[src/rtl/pirisc_pkg.sv]
`default_nettype none
// ============================================================================
// Module  : pirisc_pkg
// Purpose : Shared encodings for the piRISC PC sequencer:
//           - pc_select encodings;
//           - RV32I branch funct3 codes;
//           - PC sequencer FSM state type.
// Revision: 1.0 - initial release
// ============================================================================
package pirisc_pkg;

  // pc_select encodings (5..7 fall back to sequential)
  localparam logic [2:0] PCSEL_SEQ    = 3'd0;
  localparam logic [2:0] PCSEL_BRANCH = 3'd1;
  localparam logic [2:0] PCSEL_JAL    = 3'd2;
  localparam logic [2:0] PCSEL_JALR   = 3'd3;
  localparam logic [2:0] PCSEL_MRET   = 3'd4;

  // RV32I branch funct3 (010/011 are reserved and never taken)
  localparam logic [2:0] BR_BEQ  = 3'b000;
  localparam logic [2:0] BR_BNE  = 3'b001;
  localparam logic [2:0] BR_BLT  = 3'b100;
  localparam logic [2:0] BR_BGE  = 3'b101;
  localparam logic [2:0] BR_BLTU = 3'b110;
  localparam logic [2:0] BR_BGEU = 3'b111;

  // PC sequencer FSM states
  typedef enum logic [1:0] {
    ST_BOOT = 2'd0,
    ST_RUN  = 2'd1,
    ST_HALT = 2'd2
  } pc_state_t;

endpackage : pirisc_pkg
`default_nettype wire

[src/rtl/branch_cmp.sv]
`default_nettype none
// ============================================================================
// Module  : branch_cmp
// Purpose : Combinational RV32I branch condition evaluator.
// Ports   : branch_op [2:0] - funct3 of the branch instruction
//           rs1_data        - operand A
//           rs2_data        - operand B
//           taken           - 1 when the branch condition holds
// Revision: 1.0 - initial release
// ============================================================================
module branch_cmp
  import pirisc_pkg::*;
#(
  parameter int XLEN = 32
) (
  input  logic [2:0]      branch_op,
  input  logic [XLEN-1:0] rs1_data,
  input  logic [XLEN-1:0] rs2_data,
  output logic            taken
);

  logic w_eq;
  logic w_lt_s;
  logic w_lt_u;

  assign w_eq   = (rs1_data == rs2_data);
  assign w_lt_s = ($signed(rs1_data) < $signed(rs2_data));
  assign w_lt_u = (rs1_data < rs2_data);

  always_comb begin
    taken = 1'b0;
    case (branch_op)
      BR_BEQ:  taken = w_eq;
      BR_BNE:  taken = ~w_eq;
      BR_BLT:  taken = w_lt_s;
      BR_BGE:  taken = ~w_lt_s;
      BR_BLTU: taken = w_lt_u;
      BR_BGEU: taken = ~w_lt_u;
      default: taken = 1'b0;
    endcase
  end

endmodule : branch_cmp
`default_nettype wire

[src/rtl/pc_sequencer.sv]
`default_nettype none
// ============================================================================
// Module  : pc_sequencer
// Purpose : Owns the architectural PC of the piRISC core. Evaluates branch
//           conditions, forms JAL/JALR/MRET targets, enters traps (EPC
//           capture), rejects misaligned targets and runs a BOOT/RUN/HALT FSM.
// Ports   : clk, rst_n (async active-low)
//           pc_en, stall, pc_select, branch_op, rs1_data, rs2_data, imm
//           trap_req, halt_req, resume
//           pc_value, pc_plus4, pc_valid, redirect, epc, misalign_exc, halted
//           perf_redirects, perf_exceptions (only with PC_SEQUENCER_PERF_EN)
// Options : `define PC_SEQUENCER_PERF_EN adds saturating redirect/exception
//           counters.
// Revision: 1.0 - initial release
// ============================================================================
module pc_sequencer
  import pirisc_pkg::*;
#(
  parameter int              XLEN       = 32,
  parameter logic [XLEN-1:0] RESET_VEC  = 'h0000_0000,
  parameter logic [XLEN-1:0] TRAP_VEC   = 'h0000_0100,
  parameter int              ALIGN_BITS = 2
) (
  input  logic            clk,
  input  logic            rst_n,
  input  logic            pc_en,
  input  logic            stall,
  input  logic [2:0]      pc_select,
  input  logic [2:0]      branch_op,
  input  logic [XLEN-1:0] rs1_data,
  input  logic [XLEN-1:0] rs2_data,
  input  logic [XLEN-1:0] imm,
  input  logic            trap_req,
  input  logic            halt_req,
  input  logic            resume,
  output logic [XLEN-1:0] pc_value,
  output logic [XLEN-1:0] pc_plus4,
  output logic            pc_valid,
  output logic            redirect,
  output logic [XLEN-1:0] epc,
  output logic            misalign_exc,
  output logic            halted
`ifdef PC_SEQUENCER_PERF_EN
  ,
  output logic [31:0]     perf_redirects,
  output logic [15:0]     perf_exceptions
`endif
);

  localparam logic [XLEN-1:0] c_FOUR       = XLEN'(4);
  // Mask of the low bits that must be zero in a legal target
  localparam logic [XLEN-1:0] c_ALIGN_MASK = XLEN'((64'd1 << ALIGN_BITS) - 64'd1);
  localparam logic [XLEN-1:0] c_JALR_MASK  = ~XLEN'(1);

  pc_state_t       r_state;
  pc_state_t       w_state_nxt;
  logic [XLEN-1:0] r_pc;
  logic [XLEN-1:0] r_epc;
  logic            r_pc_valid;
  logic            r_redirect;
  logic            r_misalign;
  logic            r_halted;

  logic [XLEN-1:0] w_pc_nxt;
  logic [XLEN-1:0] w_epc_nxt;
  logic            w_redirect_nxt;
  logic            w_misalign_nxt;
  logic            w_trap_entry;

  logic            w_taken;
  logic [XLEN-1:0] w_pc_plus4;
  logic [XLEN-1:0] w_pc_imm;
  logic [XLEN-1:0] w_jalr_sum;
  logic [XLEN-1:0] w_target;
  logic            w_nonseq;
  logic            w_misaligned;

  branch_cmp #(
    .XLEN (XLEN)
  ) u_branch_cmp (
    .branch_op (branch_op),
    .rs1_data  (rs1_data),
    .rs2_data  (rs2_data),
    .taken     (w_taken)
  );

  assign w_pc_plus4 = r_pc + c_FOUR;
  assign w_pc_imm   = r_pc + imm;
  assign w_jalr_sum = rs1_data + imm;

  // Target selection; w_nonseq marks the updates that break sequential flow
  always_comb begin
    w_target = w_pc_plus4;
    w_nonseq = 1'b0;
    case (pc_select)
      PCSEL_BRANCH: begin
        w_target = w_taken ? w_pc_imm : w_pc_plus4;
        w_nonseq = w_taken;
      end
      PCSEL_JAL: begin
        w_target = w_pc_imm;
        w_nonseq = 1'b1;
      end
      PCSEL_JALR: begin
        w_target = w_jalr_sum & c_JALR_MASK;
        w_nonseq = 1'b1;
      end
      PCSEL_MRET: begin
        w_target = r_epc;
        w_nonseq = 1'b1;
      end
      default: begin
        w_target = w_pc_plus4;
        w_nonseq = 1'b0;
      end
    endcase
  end

  assign w_misaligned = ((w_target & c_ALIGN_MASK) != '0);

  // Next-state / next-PC logic
  always_comb begin
    w_state_nxt    = r_state;
    w_pc_nxt       = r_pc;
    w_epc_nxt      = r_epc;
    w_redirect_nxt = 1'b0;
    w_misalign_nxt = 1'b0;
    w_trap_entry   = 1'b0;
    case (r_state)
      ST_BOOT: begin
        w_state_nxt = ST_RUN;
      end
      ST_RUN: begin
        if (trap_req) begin
          w_trap_entry   = 1'b1;
          w_epc_nxt      = r_pc;
          w_pc_nxt       = TRAP_VEC;
          w_redirect_nxt = 1'b1;
        end else if (halt_req) begin
          w_state_nxt = ST_HALT;
        end else if (!stall && pc_en) begin
          if (w_misaligned) begin
            w_epc_nxt      = r_pc;
            w_pc_nxt       = TRAP_VEC;
            w_misalign_nxt = 1'b1;
            w_redirect_nxt = 1'b1;
          end else begin
            w_pc_nxt       = w_target;
            w_redirect_nxt = w_nonseq;
          end
        end
      end
      ST_HALT: begin
        if (trap_req) begin
          w_trap_entry   = 1'b1;
          w_epc_nxt      = r_pc;
          w_pc_nxt       = TRAP_VEC;
          w_redirect_nxt = 1'b1;
          w_state_nxt    = ST_RUN;
        end else if (resume) begin
          w_state_nxt = ST_RUN;
        end
      end
      default: begin
        w_state_nxt = ST_BOOT;
      end
    endcase
  end

  always_ff @(posedge clk or negedge rst_n) begin
    if (!rst_n) begin
      r_state    <= ST_BOOT;
      r_pc       <= RESET_VEC;
      r_epc      <= '0;
      r_pc_valid <= 1'b0;
      r_redirect <= 1'b0;
      r_misalign <= 1'b0;
      r_halted   <= 1'b0;
    end else begin
      r_state    <= w_state_nxt;
      r_pc       <= w_pc_nxt;
      r_epc      <= w_epc_nxt;
      r_pc_valid <= (w_state_nxt == ST_RUN);
      r_redirect <= w_redirect_nxt;
      r_misalign <= w_misalign_nxt;
      r_halted   <= (w_state_nxt == ST_HALT);
    end
  end

  assign pc_value     = r_pc;
  assign pc_plus4     = w_pc_plus4;
  assign pc_valid     = r_pc_valid;
  assign redirect     = r_redirect;
  assign epc          = r_epc;
  assign misalign_exc = r_misalign;
  assign halted       = r_halted;

`ifdef PC_SEQUENCER_PERF_EN
  logic [31:0] r_perf_redirects;
  logic [15:0] r_perf_exceptions;

  // Counters advance on the same edge that registers the pulse they count
  always_ff @(posedge clk or negedge rst_n) begin
    if (!rst_n) begin
      r_perf_redirects  <= '0;
      r_perf_exceptions <= '0;
    end else begin
      if (w_redirect_nxt && (r_perf_redirects != '1)) begin
        r_perf_redirects <= r_perf_redirects + 32'd1;
      end
      if ((w_misalign_nxt || w_trap_entry) && (r_perf_exceptions != '1)) begin
        r_perf_exceptions <= r_perf_exceptions + 16'd1;
      end
    end
  end

  assign perf_redirects  = r_perf_redirects;
  assign perf_exceptions = r_perf_exceptions;
`endif

endmodule : pc_sequencer
`default_nettype wire
[config.mk]
export PLATFORM = sky130hd
export DESIGN_NAME = pc_sequencer
export DESIGN_NICKNAME = d
export VERILOG_FILES = /design/src/rtl/pirisc_pkg.sv /design/src/rtl/branch_cmp.sv /design/src/rtl/pc_sequencer.sv
export SDC_FILE = /design/constraint.sdc
export NUM_CORES = 1
export LEC_CHECK = 0
export BUFFER_PORTS_ARGS = -buffer_cell sky130_fd_sc_hd__buf_2
export CAP_MARGIN = 20
export CELL_PAD_IN_SITES_DETAIL_PLACEMENT = 0
export CELL_PAD_IN_SITES_GLOBAL_PLACEMENT = 2
export CORE_MARGIN = 1.5
export CORE_UTILIZATION = 34
export CTS_CLUSTER_DIAMETER = 100
export DETAILED_ROUTE_END_ITERATION = 8
export GPL_ROUTABILITY_DRIVEN = 0
export MAX_ROUTING_LAYER = met4
export PLACE_DENSITY_LB_ADDON = 0.1
export SYNTH_ARGS = -nofsm -noshare
export SYNTH_HDL_FRONTEND = slang
export SYNTH_SLANG_ARGS = --single-unit
[constraint.sdc]
create_clock -name clk -period 9.95 [get_ports clk]
set_input_delay 1.4925 -clock clk [delete_from_list [all_inputs] [get_ports clk]]
set_output_delay 1.4925 -clock clk [all_outputs]
set_load 0.005 [all_outputs]
==> summary by stage, run 1 <==
GRT
Global routing consumed, over all layers together, 25.8% of the routing resources. Entering global routing, the biggest net connects 71 pins. The first global-routing pass estimated 49,100 µm of wire. The leftover overflow at the end of global routing is 0. The initial antenna violation count is 0. The via count of the first global-routing pass is 8,128.

Setup path
The number of buffers and inverters on the critical path is 2. Broken down by cell family, the worst path's largest delay share belongs to simple AND/OR/NAND/NOR gates. The maximum fanout count along the critical path is 32. Data on the critical path arrives at its endpoint at 5.95 ns. The required arrival time at the worst endpoint is 10.17 ns. The category of the worst setup path launch point is an input pin. The type of destination of the critical path is a flop. The largest single stage delay on the critical path is 0.77 ns. The cell at the slowest stage of the critical path is sky130_fd_sc_hd__nor4_1.

The signal on the critical path passes through buf_2 > ha_1 > nand4_1 > nor4_1 > nand3_1 > xor2_1 > o31ai_1 > nor3_1 > and2_1 > a211oi_4 > a21oi_4 > buf_4 > mux2_4. The kind of critical path is input pin to flop.

Timing
The maximum clock rate is 0.175 GHz. The hold violation total from the final report is 0. The share of the clock period used by the worst path is 57.5%. The max-slew violation total from the final report is 0. The total negative slack is 0 ns. Setup violations remaining at the end of the flow were counted as 0. For the finished layout, the period the worst path requires is 5.72 ns. Setup repair after global routing left no endpoint under its margin.

The worst-margin pin slew is 1.07 ns. The maximum clock skew at final layout is 0.00756 ns. The worst slew margin relative to its limit is 27.7%.

Yosys
The share of the yosys chip area belonging to registers is 20.9%. The Yosys warning count is 0. The proportion of netlist area held by the largest area contributor is 20.9%. The count of different cell masters after synthesis is 72. The most used flip-flop cell after synthesis is sky130_fd_sc_hd__dfrtp_1. The number of enable flip-flop cells after synthesis is 0. The share of async-settable or async-resettable flops after synthesis is 100%. sky130_fd_sc_hd__ha_1 is the most common cell in the netlist. Synthesis produced a netlist whose cell count is 1,016.

The synthesized net count is 1,225. Sorting the synthesized cells by area gives the leading types as sky130_fd_sc_hd__dfrtp_1 (21%), sky130_fd_sc_hd__ha_1 (15%), sky130_fd_sc_hd__xnor2_1 (6.1%). The post-synthesis instance area is 8370 µm². The average instance in the mapped netlist occupies 8.24 µm².

The flop and latch count out of synthesis is 70. Of all cell types, the one taking the most synthesized area is sky130_fd_sc_hd__dfrtp_1. By count the netlist is led by sky130_fd_sc_hd__ha_1 (98), sky130_fd_sc_hd__a21oi_1 (90), sky130_fd_sc_hd__nand2_1 (90).

Floorplanning
The region available for standard cell placement spans 24,200 µm². The top-level port count is 209. The die width is 160 µm. The floorplan has 57 rows.

The die span in y is 160 µm. The initial standard-cell utilization of the core is 34.5%. The total die area is 25,600 µm².

Final layout
The final layout contains 1,417 nets. The share of final-layout standard cells stronger than drive strength 1 is 22.7%. The repair_antennas step left the layout with diodes totalling 0. The number of fill cells is 2,622. The final cell utilization of the core is 41.5%. The layout overhead on the synthesized area is 20.1%.

Clock network
The clock drives 70 sinks. Clock-pin slew was measured on the worst setup and hold paths at 0.06 ns. At the later pin of the worst-skew pair, clock insertion delay measures 0.35 ns. No sink is reached through more buffers than the 2 on the longest clock path. The number of buffers inserted during clock tree synthesis is 9. CTS placed an instance of sky130_fd_sc_hd__clkbuf_16 at the clock tree root.

The number of buffers added for setup after CTS is 0. TritonCTS built the clock tree. Hold repair after CTS inserted 0 buffers. The depth of the CTS H-tree is 3. The post-cts sizing count is 0.

Route
The detailed router put a total of 15,400 µm of wire on met1. The detailed router placed 8,481 vias in this run. The average wire length per cell after detail routing is 20.9 µm. The first routing iteration left 599 violations. Summed over all nets, wire length on met3 after detailed routing comes to 1680 µm.

The met2 wire length is 14,700 µm. The final wirelength is 32,200 µm. After detailed routing, the number of vias per cell comes to 5.52.

The final antenna-violating net count is 0. After detailed routing, the number of remaining DRC violations is 0. For this run, the detailed router's first-pass iteration total came to 5.

The detailed router used layers up to and including met4.

Place
The wire-length estimate of the detail-placed layout is 25,400 µm. Port buffering added 208 buffers.

Pwr
The fraction of power spent switching nets is 46.1%. Internal power comes to 0.00120 W. The proportion of power drawn by flip-flops and latches is 26.0%. Combinational logic burns 57.5% of the power. The net switching power figure is 0.00102 W. The ratio of total power to cell area is 221 nW/µm². The worst voltage drop across the vdd grid is 0.0000960 V. The part of the total power dissipated in the clock network is 16.5%.

For this design the static power due to leakage is 4.99 nW.

Run status
The run finished with clean final reports.

Worst hold path
The type of the most critical hold path is flop to flop.

Flow run
The max-capacitance violation count is 0.
logic make-up after synthesis:
logic type	share of synthesized area, %
AO/OA/AOI/OAI	28.3
AND/OR/NAND/NOR	15.7
adder cells (fa/ha/maj)	15.1
buffers and inverters	4.63
XOR/XNOR	9.42
flip-flops	20.9
multiplexers	5.90
area by class of cell:
class	instances	area (µm²)	share of cell area (%)
Clock buffer	11	253	2.51
Clock inverter	5	81.3	0.809
Inverter	57	214	2.13
Multi-Input combinational cell	855	6250	62.2
Sequential cell	70	1750	17.4
Tap cell	324	405	4.03
Timing Repair Buffer	215	1100	10.9
placed cells by master (no fill, tap or decap), types with 5 or more instances in the layout:
cell,Yosys,layout
sky130_fd_sc_hd__a21o_1,28,28
sky130_fd_sc_hd__dfrtp_1,70,70
sky130_fd_sc_hd__o21a_1,18,18
sky130_fd_sc_hd__a21oi_1,90,90
sky130_fd_sc_hd__a31oi_1,17,17
sky130_fd_sc_hd__inv_1,57,57
sky130_fd_sc_hd__nor3_1,9,9
sky130_fd_sc_hd__o21ai_1,10,9
sky130_fd_sc_hd__o22ai_1,13,12
sky130_fd_sc_hd__and2_1,10,10
sky130_fd_sc_hd__o31ai_1,5,5
sky130_fd_sc_hd__o21ai_0,75,75
sky130_fd_sc_hd__nand3_1,34,34
sky130_fd_sc_hd__xor2_1,32,32
sky130_fd_sc_hd__nor2_1,47,47
sky130_fd_sc_hd__nand2_1,90,90
sky130_fd_sc_hd__nor2b_1,16,16
sky130_fd_sc_hd__xnor2_1,58,57
sky130_fd_sc_hd__a22o_1,13,13
sky130_fd_sc_hd__o21bai_1,10,10
sky130_fd_sc_hd__nand2b_1,12,12
sky130_fd_sc_hd__ha_1,98,98
sky130_fd_sc_hd__buf_2,4,207
sky130_fd_sc_hd__nand4_1,12,12
sky130_fd_sc_hd__buf_4,3,7
sky130_fd_sc_hd__or2_2,5,5
sky130_fd_sc_hd__o211ai_1,14,14
sky130_fd_sc_hd__a222oi_1,7,7
sky130_fd_sc_hd__clkbuf_16,0,9
sky130_fd_sc_hd__and3_1,15,15
sky130_fd_sc_hd__mux2_4,30,30
sky130_fd_sc_hd__a211oi_1,9,9
power by group through the flow:
stage	Combinational [W]	Clock (W)	Sequential (W)
after floorplan	0.000851	0	0.000508
after global placement	0.00127	0	0.000582
after detailed placement	0.00127	0	0.000581
after CTS	0.00128	0.000371	0.000577
after global routing	0.00140	0.000384	0.000595
final	0.00128	0.000366	0.000578
registers in the layout, summed over array words and instances (netlist names):
name          cells
redirect          1
pc_valid          1
epc              32
pc_value         32
halted            1
r_state           2
misalign_exc      1
worst reg2reg max path, stage by stage, from the launching register on:
cell and delay (ns):
sky130_fd_sc_hd__dfrtp_1 0.46, sky130_fd_sc_hd__ha_1 0.26, sky130_fd_sc_hd__fa_1 0.43, sky130_fd_sc_hd__a211oi_1 0.46, sky130_fd_sc_hd__o211ai_1 0.22, sky130_fd_sc_hd__a31oi_1 0.40
sky130_fd_sc_hd__a21oi_1 0.24, sky130_fd_sc_hd__a41oi_1 0.50, sky130_fd_sc_hd__o2111ai_1 0.19, sky130_fd_sc_hd__o311ai_0 0.15, sky130_fd_sc_hd__xnor2_1 0.13, sky130_fd_sc_hd__a222oi_1 0.31
sky130_fd_sc_hd__o21ai_0 0.13, sky130_fd_sc_hd__a22o_1 0.21
final timing paths:
check | slack [ns] | cells after the start | end | from
max | 4.23 | 13 | epc[11] | rs1_data[7]
max in group asynchronous | 8.02 | 1 | pc_value[11] | rst_n
min reg2reg | 0.51 | 1 | epc[1] | epc[1]
max reg2reg | 5.77 | 13 | pc_value[30] | pc_value[0]
min | 0.51 | 1 | epc[1] | epc[1]
min in group asynchronous | 1.28 | 1 | epc[8] | rst_n
metrics by stage:
stage                     hold WS [ns]  instances  instance area (µm²)  setup slack, ns  power (W)
after floorplan                  0.500       1016                 8370             5.30    0.00136
after global placement           0.497       1520                 9710             3.88    0.00185
after detailed placement         0.499       1520                 9710             3.85    0.00185
after CTS                        0.513       1536                10000             4.20    0.00223
after global routing             0.539       1537                10100             3.94    0.00238
final                            0.515       1537                10100             4.23    0.00222
layer usage:
metal	up-vias	GRT usage (%)
li1	4152	-
met1	4035	36.4
met2	272	40.4
met3	22	2.08
met4	0	5.14
met5	-	-
(Power assumes the default switching activity.)
==> inputs of run 2 (changes only) <==
--- a/config.mk
+++ b/config.mk
@@ -10,7 +10,7 @@
 export CELL_PAD_IN_SITES_DETAIL_PLACEMENT = 0
 export CELL_PAD_IN_SITES_GLOBAL_PLACEMENT = 2
 export CORE_MARGIN = 1.5
-export CORE_UTILIZATION = 34
+export CORE_UTILIZATION = 32
 export CTS_CLUSTER_DIAMETER = 100
 export DETAILED_ROUTE_END_ITERATION = 8
 export GPL_ROUTABILITY_DRIVEN = 0
==> constraint.sdc (replaced) <==
create_clock -name clk -period 5.6 [get_ports clk]
set_input_delay 0.84 -clock clk [delete_from_list [all_inputs] [get_ports clk]]
set_output_delay 0.84 -clock clk [all_outputs]
set_load 0.005 [all_outputs]
==> run 2 against run 1 <==
Critical endpoint is now pc_value[17]. Non-clock buffer count up 14. Via count is 0.44% lower. Sequential power up 76%. Global-route usage fell by 0.75 points. Core utilization is 2.3 points lower.
==> summary by stage, run 2 (synthesis results as in run 1) <==
Clock network
Counting the buffers created by CTS gives 9. Buffers inserted to repair hold after CTS numbered 0. The register clock-pin slew on the reported worst setup and hold paths is 0.06 ns. The depth of the CTS H-tree is 3.

The tree is rooted in a sky130_fd_sc_hd__clkbuf_16. The clock reaches the later pin of the worst-skew pair after 0.35 ns. The clock sink count is 70. The clock tree from TritonCTS is done. The maximum buffer depth of the clock tree is 2. The number of buffers added for setup after CTS is 0. The post-cts sizing count is 0.

Place
The count of buffers added on input and output ports is 208. The worst-case setup slack after placement is 0.797 ns. The total half-perimeter wirelength after legalization and detailed placement is 26,100 µm.

Final layout
The share of final-layout standard cells stronger than drive strength 1 is 23.4%. Fill cells in the final layout number 2,801. The number of diodes is 0.

The layout overhead on the synthesized area is 21.0%. Summing all flip-flop and latch instances after layout gives 1750 µm². The most common cell after layout, fill and taps aside is sky130_fd_sc_hd__buf_2.

After the last flow step, the layout net total stands at 1,431. Summing all multi-input logic gate instances after layout gives 6240 µm². In the layout the commonest cells are sky130_fd_sc_hd__buf_2 (207), sky130_fd_sc_hd__ha_1 (98), sky130_fd_sc_hd__a21oi_1 (90), sky130_fd_sc_hd__nand2_1 (90), sky130_fd_sc_hd__o21ai_0 (75).

Setup path
Traced cell by cell, the critical path runs through buf_2 > ha_1 > nand4_1 > or2_1 > a211oi_2 > o32ai_2 > mux2_1 > a311o_1 > and2_1 > a211oi_4 > nand2_1 > buf_4 > a21oi_1 > a21o_1. The critical path is of the input pin to flop type. The maximum fanout count along the critical path is 8. The category of the worst setup path launch point is an input pin. STA puts the critical path data required time at 5.89 ns. The largest stage delay on the critical path is 0.47 ns.

The worst register-to-register path has a depth of 13. The slowest stage of the critical path belongs to the cell sky130_fd_sc_hd__a311o_1. The type of destination of the critical path is a flop.

The data arrival at the endpoint of the critical path is 4.79 ns.

Floorplanning
The total die area is 27,100 µm². The top-level port count is 209. The placeable core region is 25,800 µm².

In this run the core area contains 59 standard-cell rows. For this configuration, the core starts out at a cell density of 32.4%. The floorplan step set the die height to 165 µm. Measured along the x axis, the die boundary spans 165 µm.

Timing
Setup repair after global routing left no endpoint under its margin. The total negative slack is 0 ns. Counting I/O delays and the setup requirement, the final critical path takes 4.49 ns.

After layout, the worst setup slack is 1.11 ns. The hold violation total from the final report was 0. For the pin with the worst max-slew slack, the measured transition is 1.00 ns. The max-slew violation total from the final report came to 0. The share of the clock period used by the worst path is 80.2%. Static timing analysis puts the maximum clock frequency at 0.223 GHz. The count of endpoints failing setup in the final report is 0. In this run the tightest slew margin relative to its limit is 33.2%.

The maximum clock skew at final layout is 0.00999 ns.

GRT
The leftover overflow at the end of global routing is 0. The first global-routing pass estimated 49,100 µm of wire. The largest net degree at the start of global routing is 71.

The via count of the first global-routing pass is 8,242. The initial antenna violation count is 0. Global routing consumed, over all layers together, 25.0% of the routing resources.

Route
The total vias in the final route is 8,444. Dividing the detail-routed wire length by the instance count gives 20.9 µm. For this run, design rule violations remaining after detail routing come to 0. The total iterations of the first detailed-routing run is 5.

Using the TritonRoute via totals, the vias-per-cell ratio works out to 5.41. The detail route stage leaves a number of antenna-violating nets equal to 0. The detailed router finished its first iteration with 580 violations. The final wirelength is 32,700 µm.

Flow run
The max-capacitance violation count is 0.

Pwr
The analysis attributes to cell leakage a power of 5.02 nW. The ratio of total power to cell area is 384 nW/µm². The worst voltage drop across the vdd grid is 0.000217 V.

Worst hold path
The type of the most critical hold path is flop to flop. Counting instances, the worst hold path has a depth of 1.

Run status
The run finished with clean final reports.
==> run 2: path summary, 6_finish.rpt <==
path,start,end,slack (ns)
max,rs1_data[15],pc_value[17],1.11
max reg2reg,pc_value[0],pc_value[30],1.48
min reg2reg,epc[1],epc[1],0.52
max in group asynchronous,rst_n,pc_value[31],4.29
min,epc[1],epc[1],0.52
min in group asynchronous,rst_n,epc[8],0.64
==> run 2: stage by stage <==
step           hold slack (ns)  instance area [µm²]  util (%)  total power, W  cells
5_1_grt                  0.545                10100      39.2         0.00419   1562
6_report                 0.522                10100      39.2         0.00389   1562
3_5_place_dp             0.500                 9830      38.1         0.00333   1545
3_3_place_gp             0.496                 9820      38.0         0.00334   1544
4_1_cts                  0.516                10100      39.2         0.00391   1561
2_1_floorplan            0.500                 8370         -         0.00241   1016
==> run 2: layout make-up <==
type / instances / share of cell area, %
Timing Repair Buffer: 229 / 12.1
Inverter: 57 / 2.11
Sequential cell: 70 / 17.3
Tap cell: 335 / 4.14
Clock inverter: 6 / 0.445
Clock buffer: 10 / 2.36
Multi-Input combinational cell: 855 / 61.6
==> run 2: power by group <==
group	total [W]	leakage, nW	switching, W	internal, W
Combinational	0.00230	3.96	0.00125	0.00105
Clock	0.000566	0.131	0.000253	0.000314
Sequential	0.00102	0.937	0.000334	0.000686
Total	0.00389	5.02	0.00184	0.00205
==> run 2: worst max-delay path: cells and delay by family <==
family,cells,cell delay (ns)
muxes,1,0.34
adders and majority gates,1,0.31
buffers and inverters,2,0.38
and+or+nand+nor,4,1.19
AOI/OAI and AO/OA,6,1.70
==> run 2: layer usage <==
| layer | global-route usage [%] | routed length (µm) | vias up |
|---|---|---|---|
| li1 | - | - | 4193 |
| met1 | 34.1 | 15700 | 3980 |
| met2 | 39.2 | 14800 | 234 |
| met3 | 2.81 | 1530 | 37 |
| met4 | 6.55 | 680 | 0 |
| met5 | - | 0 | - |
==> inputs of run 3 (changes only) <==
==> constraint.sdc (replaced) <==
create_clock -name clk -period 4.3 [get_ports clk]
set_input_delay 0.645 -clock clk [delete_from_list [all_inputs] [get_ports clk]]
set_output_delay 0.645 -clock clk [all_outputs]
set_load 0.005 [all_outputs]
==> run 3 against run 2 <==
Sequential cell count unchanged. Cell area increased by 4.3%. Final cell count is 3.0% higher. Hold slack worse by 0.098 ns. Non-clock buffer count grew 48. First-iteration DRC count is 11% higher. Sequential share of layout area fell by 0.71 points. Clock power rose by 55%. Count of clock-buffer cells in the layout increased by 1. Critical path type unchanged. Largest power group unchanged. Highest routed layer unchanged.
==> summary by stage, run 3 (synthesis results as in run 1) <==
Clock network
TritonCTS built the clock tree. The maximum buffer depth of the clock tree is 2. The number of gates resized after CTS was 0. Counting the buffers created by CTS gives 9. The root buffer cell is sky130_fd_sc_hd__clkbuf_16. The register clock-pin slew on the reported worst setup and hold paths is 0.06 ns. The number of hold buffers added after CTS is 0. The depth of the CTS H-tree is 3. The worst-skew pair later-pin latency is 0.34 ns. Counting every sink on the clock net gives 70. Buffers added to address setup during post-CTS repair amount to 0.

Timing
The count of endpoints failing setup in the final report is 0. The final critical-path setup slack is 0.263 ns. The max-slew violation total from the final report is 0. Setup repair after global routing left no endpoint under its margin. At the pin with the least slew margin, the transition time is 0.984 ns. The hold violation total from the final report came to 0. The worst path needs 4.04 ns of the cycle, external delays included.

The clock arrives with 0.00837 ns of skew. Static timing analysis puts the maximum clock frequency at 0.248 GHz. In the final timing run, aggregate negative setup slack is 0 ns. The worst path uses 93.9% of the clock period. The worst slew margin relative to its limit is 34.4%. Final hold analysis gives a worst-case slack of 0.424 ns.

Final layout
The number of antenna diodes in the final layout is 0. The final cell utilization of the core is 40.9%. From synthesis to final layout, the design area changed by 26.1%. Cells with a size suffix above 1 make up 26.1% of the layout. Fill cells in the final layout number 2,773. The final net count is 1,479. The non-filler instance count after layout is 1,609. The most common cell after layout, fill and taps aside is sky130_fd_sc_hd__buf_2. The top cell types in the final layout, fill and taps aside, are sky130_fd_sc_hd__buf_2 (207), sky130_fd_sc_hd__ha_1 (98), sky130_fd_sc_hd__a21oi_1 (90), sky130_fd_sc_hd__nand2_1 (90), sky130_fd_sc_hd__o21ai_0 (75).

Run status
The flow ran to the end, and the final reports show no timing, DRC or antenna violations.

GRT
The first-pass GRT wire length is 50,100 µm. The via count of the first global-routing pass is 8,288. The initial antenna violation count came to 0. Entering global routing, the biggest net connects 71 pins. Global routing finished with a remaining overflow of 0.

In the global route stage, overall resource usage came out at 25.7%.

Route
The final wirelength is 33,600 µm. Dividing the detail-routed wire length by the instance count gives 20.9 µm. The pre-antenna-repair detailed-routing pass consisted of 5 iterations.

After detailed routing, the number of vias per cell comes to 5.45. The post-route DRC violation count is 0. Summing over every cut layer, the via total after detailed routing is 8,771. In this run, the number of DRC markers left after iteration 0 of detailed routing was 642. The count of nets left with antenna violations once routing finished came out at 0.

Floorplanning
The die span in y is 165 µm. The die width is 165 µm. The number of core rows is 59. 209 I/O pins were placed. The floorplan step defined a die boundary enclosing 27,100 µm². The total area inside the core boundary comes to 25,800 µm². For this configuration, the core starts out at a cell density of 32.4%.

Setup path
The length in cells of the worst reg-to-reg path is 15. Tracing the worst setup path back leads to its startpoint at rs1_data[15]. STA classifies the critical path startpoint as an input pin.

The maximum fanout count along the critical path is 20. The kind of critical path is input pin to flop. Setup slack on the worst reg-to-reg path comes out at 0.47 ns. For the worst setup path, the data arrival time is 4.26 ns.

The endpoint of the worst-slack reg-to-reg timing path is pc_value[20]. STA puts the critical path data required time at 4.53 ns. The type of destination of the critical path is a flop. The worst register-to-register path begins at pc_value[0].

Place
The placed cell count is 1,594. Prior to clock tree synthesis, the placed netlist has a worst setup slack of -0.114 ns. The port buffer count is 208.

The wire-length estimate of the detail-placed layout is 27,200 µm.

Flow run
The max-capacitance violation count is 0.

Pwr
The ratio of total power to cell area is 513 nW/µm². The static leakage is 5.30 nW. The worst voltage drop across the vdd grid is 0.000223 V.

Worst hold path
The min-delay analysis places its worst path in the category input pin to async pin.
## run 3: final cells by class
type	count	area, µm²	area share [%]
Clock inverter	4	95.1	0.900
Inverter	57	214	2.03
Multi-Input combinational cell	855	6240	59.1
Timing Repair Buffer	277	1600	15.1
Sequential cell	70	1750	16.6
Clock buffer	11	243	2.30
Tap cell	335	419	3.97
## run 3: power breakdown
| part | internal [W] | total, W | switching (W) |
|---|---|---|---|
| logic | 0.00151 | 0.00333 | 0.00181 |
| registers | 0.000896 | 0.00121 | 0.000310 |
| clock network | 0.000579 | 0.000880 | 0.000301 |
## run 3: worst max path at each step
stage                     slack, ns       to
final                          0.26  epc[11]
after global routing           0.12  epc[13]
after CTS                      0.25  epc[25]
after detailed placement      -0.11  epc[21]
after global placement        -0.09  epc[15]
after floorplan                0.50  epc[10]
## run 3: metal layers
| metal | vias up | GRT usage (%) | routed length (µm) | part of all wire (%) |
|---|---|---|---|---|
| li1 | 4288 | - | - | - |
| met1 | 4155 | 35.0 | 15700 | 47 |
| met2 | 299 | 40.2 | 15200 | 45 |
| met3 | 29 | 2.94 | 1940 | 5.8 |
| met4 | 0 | 6.88 | 724 | 2.2 |
| met5 | - | - | 0 | 0 |
## run 3: critical path, cell delays in order
cell and delay, ns:
sky130_fd_sc_hd__buf_2 0.11, sky130_fd_sc_hd__ha_1 0.30, sky130_fd_sc_hd__nand4_1 0.20, sky130_fd_sc_hd__or2_1 0.31, sky130_fd_sc_hd__o22ai_1 0.38, sky130_fd_sc_hd__o32ai_2 0.19
sky130_fd_sc_hd__mux2_1 0.34, sky130_fd_sc_hd__a311o_1 0.44, sky130_fd_sc_hd__a311oi_1 0.47, sky130_fd_sc_hd__a211oi_4 0.09, sky130_fd_sc_hd__a21oi_4 0.22, sky130_fd_sc_hd__buf_12 0.24
sky130_fd_sc_hd__mux2_4 0.32
## run 3: metrics by stage
stage / power (W) / cell area, µm²
CTS: 0.00543 / 10600
finish: 0.00541 / 10600
global route: 0.00582 / 10600
global placement: 0.00454 / 10200
detailed placement: 0.00453 / 10200
floorplan: 0.00314 / 8370
